--- src/rtl/branch_commit_queue.sv ---
// First-word-fall-through commit queue between one execution branch and the commit stage.
// Pointers carry one extra wrap bit so that full and empty can be told apart without a separate counter.
module branch_commit_queue #(
    parameter int data_width = 16,
    parameter int n_blocks   = 256,
    parameter int depth      = 4
) (
    input  logic                          clk,
    input  logic                          reset,
    input  logic                          enable,
    input  logic                          flush,
    input  logic                          in_valid,
    output logic                          in_ready,
    input  logic [$clog2(n_blocks)-1:0]   block_in,
    input  logic [2*data_width-1:0]       result,
    input  logic [3:0]                    dest,
    input  logic [8:0]                    commit_id,
    input  logic                          commit_flag,
    output logic                          out_valid,
    input  logic                          out_ready,
    output logic [$clog2(n_blocks)-1:0]   block_out,
    output logic [2*data_width-1:0]       result_out,
    output logic [3:0]                    dest_out,
    output logic [8:0]                    commit_id_out,
    output logic                          commit_flag_out,
    output logic [$clog2(depth):0]        count,
    output logic                          overflow
);
    localparam int AW = $clog2(depth);
    localparam int BW = $clog2(n_blocks);
    localparam int RW = 2 * data_width;
    localparam logic [AW:0] PTR_ONE = {{AW{1'b0}}, 1'b1};

    typedef struct packed {
        logic [BW-1:0] blk;
        logic [RW-1:0] res;
        logic [3:0]    dst;
        logic [8:0]    cid;
        logic          flg;
    } entry_t;

    entry_t      r_mem [depth];
    logic [AW:0] r_wr_ptr;
    logic [AW:0] r_rd_ptr;
    logic        r_overflow;

    logic        w_full;
    logic        w_empty;
    logic        w_push;
    logic        w_pop;
    entry_t      w_head;

    assign w_full  = (r_wr_ptr[AW] != r_rd_ptr[AW]) && (r_wr_ptr[AW-1:0] == r_rd_ptr[AW-1:0]);
    assign w_empty = (r_wr_ptr == r_rd_ptr);

    // Handshake: a beat transfers on a clk edge exactly when valid && ready are both high;
    // in_ready never depends on out_ready, and both sides read 0 while reset or !enable.
    assign in_ready  = reset && enable && !flush && !w_full;
    assign out_valid = reset && enable && !w_empty;
    assign w_push    = in_valid && in_ready;
    assign w_pop     = out_valid && out_ready;

    assign count    = r_wr_ptr - r_rd_ptr;
    assign overflow = r_overflow;

    always_ff @(posedge clk or negedge reset) begin
        if (!reset) begin
            r_wr_ptr   <= '0;
            r_rd_ptr   <= '0;
            r_overflow <= 1'b0;
        end else begin
            if (enable && in_valid && w_full) begin
                r_overflow <= 1'b1;
            end
            // Flush wins over any push or pop requested in the same cycle.
            if (flush) begin
                r_wr_ptr <= '0;
                r_rd_ptr <= '0;
            end else begin
                if (w_push) r_wr_ptr <= r_wr_ptr + PTR_ONE;
                if (w_pop)  r_rd_ptr <= r_rd_ptr + PTR_ONE;
            end
        end
    end

    // Storage is not reset; only slots behind the write pointer are ever presented.
    always_ff @(posedge clk) begin
        if (w_push) begin
            r_mem[r_wr_ptr[AW-1:0]] <= '{blk: block_in, res: result, dst: dest,
                                         cid: commit_id, flg: commit_flag};
        end
    end

    assign w_head          = r_mem[r_rd_ptr[AW-1:0]];
    assign block_out       = w_head.blk;
    assign result_out      = w_head.res;
    assign dest_out        = w_head.dst;
    assign commit_id_out   = w_head.cid;
    assign commit_flag_out = w_head.flg;

endmodule

--- config.mk ---
export PLATFORM = sky130hd
export DESIGN_NAME = branch_commit_queue
export DESIGN_NICKNAME = d
export VERILOG_FILES = /design/src/rtl/branch_commit_queue.sv
export SDC_FILE = /design/constraint.sdc
export NUM_CORES = 1
export LEC_CHECK = 0
export CELL_PAD_IN_SITES_DETAIL_PLACEMENT = 1
export CELL_PAD_IN_SITES_GLOBAL_PLACEMENT = 2
export CORE_ASPECT_RATIO = 1.1
export CORE_MARGIN = 4
export CORE_UTILIZATION = 45
export CTS_CLUSTER_SIZE = 10
export DETAILED_ROUTE_END_ITERATION = 10
export GPL_TIMING_DRIVEN = 0
export PLACE_DENSITY = 0.91
export SYNTH_ARGS = -nofsm -noshare
export SYNTH_HDL_FRONTEND = slang
export SYNTH_SLANG_ARGS = --single-unit
--- constraint.sdc ---
create_clock -name clk -period 8.5 [get_ports clk]
set_clock_uncertainty 0.2 [all_clocks]
set_input_delay 1.7 -clock clk [delete_from_list [all_inputs] [get_ports clk]]
set_output_delay 1.7 -clock clk [all_outputs]
set_load 0.1 [all_outputs]
## Yosys cells after proc, flatten, opt, wreduce, memory -nomap -nowiden

Memory sizes are Yosys's and may differ from the RTL's.
Index checks and enable logic that the tools add are counted.

| storage, ports and cells | value |
|---|---|
| bits in writable memories | 216 |
| flip-flop bits (word level) | 7 |
| word-level logic and storage cells | 30 |
| output and inout bits | 60 |
| memories | 1 |

Memories:

| memory | depth | bits a word | rd ports | clocked after memory_dff | write ports | RTL line | text |
|---|---|---|---|---|---|---|---|
| r_mem | 4 | 54 | 1 | 0 | 1 | 42 | `entry_t r_mem [depth];` |

| cells by class | value |
|---|---|
| add/subtract/negate cells | 3 |
| reductions and logical operators | 14 |
| mux-type cells | 6 |
| equality and inequality tests | 3 |

Operators with widths:

| operator | count |
|---|---|
| 3-bit 2-to-1 mux | 4 |
| 1-bit logical AND | 9 |
| 3-bit by 1-bit adder with 3-bit output, second input constant | 2 |
| 2-bit nonzero test | 2 |
| 3-bit equality test | 1 |
| 1-bit zero test | 3 |
| 3-bit subtractor | 1 |
| 2-bit equality test | 1 |
| 1-bit 2-to-1 mux | 2 |
| 1-bit != test | 1 |

## Longest topological paths before layout

| logic depth | value |
|---|---|
| depth in word-level cells | 7 |
| mapped depth | 7 |
| gate-level depth less buffers | 5 |

## Least setup slack after synthesis

OpenSTA, ideal clock, no wires.

| timing | value |
|---|---|
| path kind | input port to output port |
| start | in flush |
| end | out in_ready |
| path slack | 2,647 ps |
| path buffers | 1 |
| stages on the path | 2 |
| data arrival time | 3,953 ps |
| cell sequence | clkbuf_1 > nor3_1 |

| between the ends | value |
|---|---|
| word-level cells in the longest chain between the ends | 3 |

Ends and longest elaborated chain:

| element | RTL line | text |
|---|---|---|
| start: declaration | 11 | `input logic flush,` |
| 1-bit zero test | 58 | `assign in_ready = reset && enable && !flush && !w_full;` |
| 1-bit logical AND (2 in a row) | 58 |  |
| end: declaration | 13 | `output logic in_ready,` |

No other way between the ends.

## Worst setup path in the final report

| timing | value |
|---|---|
| start | in reset |
| end | out out_valid |

| between the ends | value |
|---|---|
| word-level cells in the longest chain between the ends | 2 |

Ends and longest elaborated chain:

| element | RTL line | text |
|---|---|---|
| start: declaration | 9 | `input logic reset,` |
| 1-bit logical AND (2 in a row) | 59 | `assign out_valid = reset && enable && !w_empty;` |
| end: declaration | 19 | `output logic out_valid,` |

No other way between the ends.

==> metrics.txt <==
total die area 20750 µm²; Final ANT Viol Nets 0; Arr. time, crit path 3.96 ns; area of the multi-input gates 1570 µm²; PwrDens 218.7 nW/µm²; die width 137.7 µm; layout overhead on the synthesized area 26.87%; combinational share of power 6.1%; Max FO, Critical Path 10; Min-Delay Path Class reg -> reg; P_sw 0.4773 mW; Least-Margin Pin Slew 1.046 ns; core area 17930 µm²; WL/cell 22.77 µm; fill count 1492; top cell type's share of synthesized area 77.87%; CTS resizes 0; Residual DRC 0; TritonCTS buffer count 26; Sw Ratio 20.65%; Required @ worst endpoint 6.60 ns; Distinct cells, synth 29; asr flop ratio synth 3.139%; Post-Synthesis Cells 337; crit path capture type output pin; Reg area 6661 µm²; final net count 553; vias in the first global route 4499; Period minus WS final 5.861 ns; Max VDD drop 0.1604 mV; Sink Count 223; syn nets 405; period utilization 68.95%; row count 51; startpoint class of the critical path input pin; TNS Setup 0 ns; first-iteration detailed-routing DRC count 168; cell accounting for the most synthesized area edfxtp_1; fmax 170.6 MHz; average size of a mapped cell 24.72 µm²; Pint 1.834 mW; antenna violations before repair 1; Vias/cell 5.245; H-tree Lvls 1; register area share after synthesis 79.98%; top cells by area, synth edfxtp_1 78%, mux4_2 15%, dfrtp_1 2.1%, ha_1 1.1%, buf_2 0.36%; Final Max Slew Viols 0; synthesized area 8329 µm²; Max Root-Sink Buffers 3; GRT overflow 0; Initial Utilization 46.45%; GPL Wtd Cong 0.7909; Post-synth EDFFs 216; most common cell after layout, fill and taps aside edfxtp_1; Clock Root Buffer clkbuf_16; Top Ports 120; Slew Limit Headroom 30.07%; clock group share of total power 41.3%; Seq cells post-synth 223; largest net degree at the start of global routing 55; RSZ-0062 raised after global routing false; sequential cell fraction of total power 52.6%; final setup violation count 0; ANT cells 0; global-route wire length before repair 26020 µm; port bufs 119; yosys warns 0; die extent in y 150.7 µm; TritonRoute pass-1 iters 4; crit path kind in -> out; TritonCTS clock tree built; GRT Resource Usage Total 16.79%; layout cells sized above 1 20.56%; Design Area, Final 10570 µm²; most frequent cells in the layout 216 x edfxtp_1, 119 x clkdlybuf4s50_1, 54 x mux4_2, 27 x clkbuf_16, 11 x clkbuf_1; Hold Buf Count CTS 0; Post-CTS Setup Bufs 0; via count 3850; Hold Fails Final Rpt 0; WL final 16710 µm; Worst-Skew Late Latency 0.51 ns; DP Wirelength 10440 µm; Top FF cell, synth edfxtp_1; status finished clean; clk slew on worst S/H paths 0.05 ns; max cap viols 0; static leakage 3.370 nW; dpl cell area 9846 µm²
[cell usage after synthesis (2+ instances only)]
| cell | instances |
|---|---|
| nor2b_1 | 2 |
| o211ai_1 | 2 |
| buf_4 | 4 |
| buf_2 | 6 |
| clkbuf_1 | 2 |
| nand2b_1 | 4 |
| and2_1 | 3 |
| nand2_1 | 2 |
| mux4_2 | 54 |
| ha_1 | 7 |
| a31oi_1 | 2 |
| edfxtp_1 | 216 |
| dfrtp_1 | 7 |
| mux2i_1 | 3 |
| inv_1 | 7 |
| nor2_1 | 3 |
[cells by family (layout without fill, tap and decap cells)]
kind of cell / count (synthesis) / count (layout) / share of synthesized area [%]
simple gates: 17 / 17 / 1.142
compound gates: 8 / 8 / 0.7961
xor+xnor: 2 / 2 / 0.3005
flops: 223 / 223 / 79.98
mux: 59 / 59 / 15.23
fa+ha+maj: 8 / 8 / 1.292
buf+inv: 20 / 179 / 1.262
[critical path, cell delays in order]
cell             delay [ns]
clkdlybuf4s50_1        0.77
nand2_1                0.14
a31oi_1                0.18
clkdlybuf4s50_1        1.16
[routing by layer]
layer  part of all wire [%]  vias up  global-route usage [%]
li1                       -     1721                       -
met1                     40     1996                   20.71
met5                  0.048        -                       0
met2                     53      108                   29.91
met4                    1.4        2                   4.644
met3                    5.8       23                   3.643
[state kept, by name, indices dropped and copies added, names as in the netlist]
signal / cells
r_wr_ptr: 3
r_rd_ptr: 3
r_mem: 216
overflow: 1
[layout make-up]
class                      count  area share, %
clock inverter                 3         0.1184
inverter                       7         0.2486
buffer                        13         0.7459
clock buffer                  36          6.713
tap                          238          2.818
sequential                   223          63.04
timing repair buffer         120          11.46
multi-input combinational     94          14.86
[power groups by stage]
stage               clock network [mW]  registers, mW  logic (mW)
finish                           0.954           1.22       0.141
floorplan                            0           1.24      0.0804
global placement                     0           1.24       0.138
detailed placement                   0           1.24       0.142
global route                      1.03           1.22       0.148
CTS                              0.982           1.22       0.143
[metrics by stage]
stage	std cells	hold slack, ns	setup slack [ns]	utilization (%)	total power, mW
final	734	0.2727	2.639	58.94	2.311
after global routing	734	0.3181	2.463	58.94	2.394
after CTS	734	0.2782	2.615	58.94	2.340
after detailed placement	695	0.2662	2.646	54.91	1.380
after global placement	694	0.2528	2.482	54.76	1.376
after floorplan	337	0.2986	2.647	-	1.319
[worst paths after layout]
| path | cells past startpoint | slack [ns] | end | from |
|---|---|---|---|---|
| setup / recovery | 4 | 2.64 | out_valid | reset |
| hold / removal | 1 | 0.27 | overflow$_DFFE_PN0P_ | overflow$_DFFE_PN0P_ |
| setup reg to reg | 7 | 5.22 | r_mem[2][24]$_DFFE_PP_ | r_rd_ptr[1]$_DFFE_PN0P_ |
| hold reg to reg | 1 | 0.27 | overflow$_DFFE_PN0P_ | overflow$_DFFE_PN0P_ |
| max in group asynchronous | 1 | 6.45 | r_wr_ptr[0]$_DFFE_PN0P_ | reset |
| min in group asynchronous | 1 | 1.32 | overflow$_DFFE_PN0P_ | reset |
No activity file was read; power rests on OpenSTA's default activity.
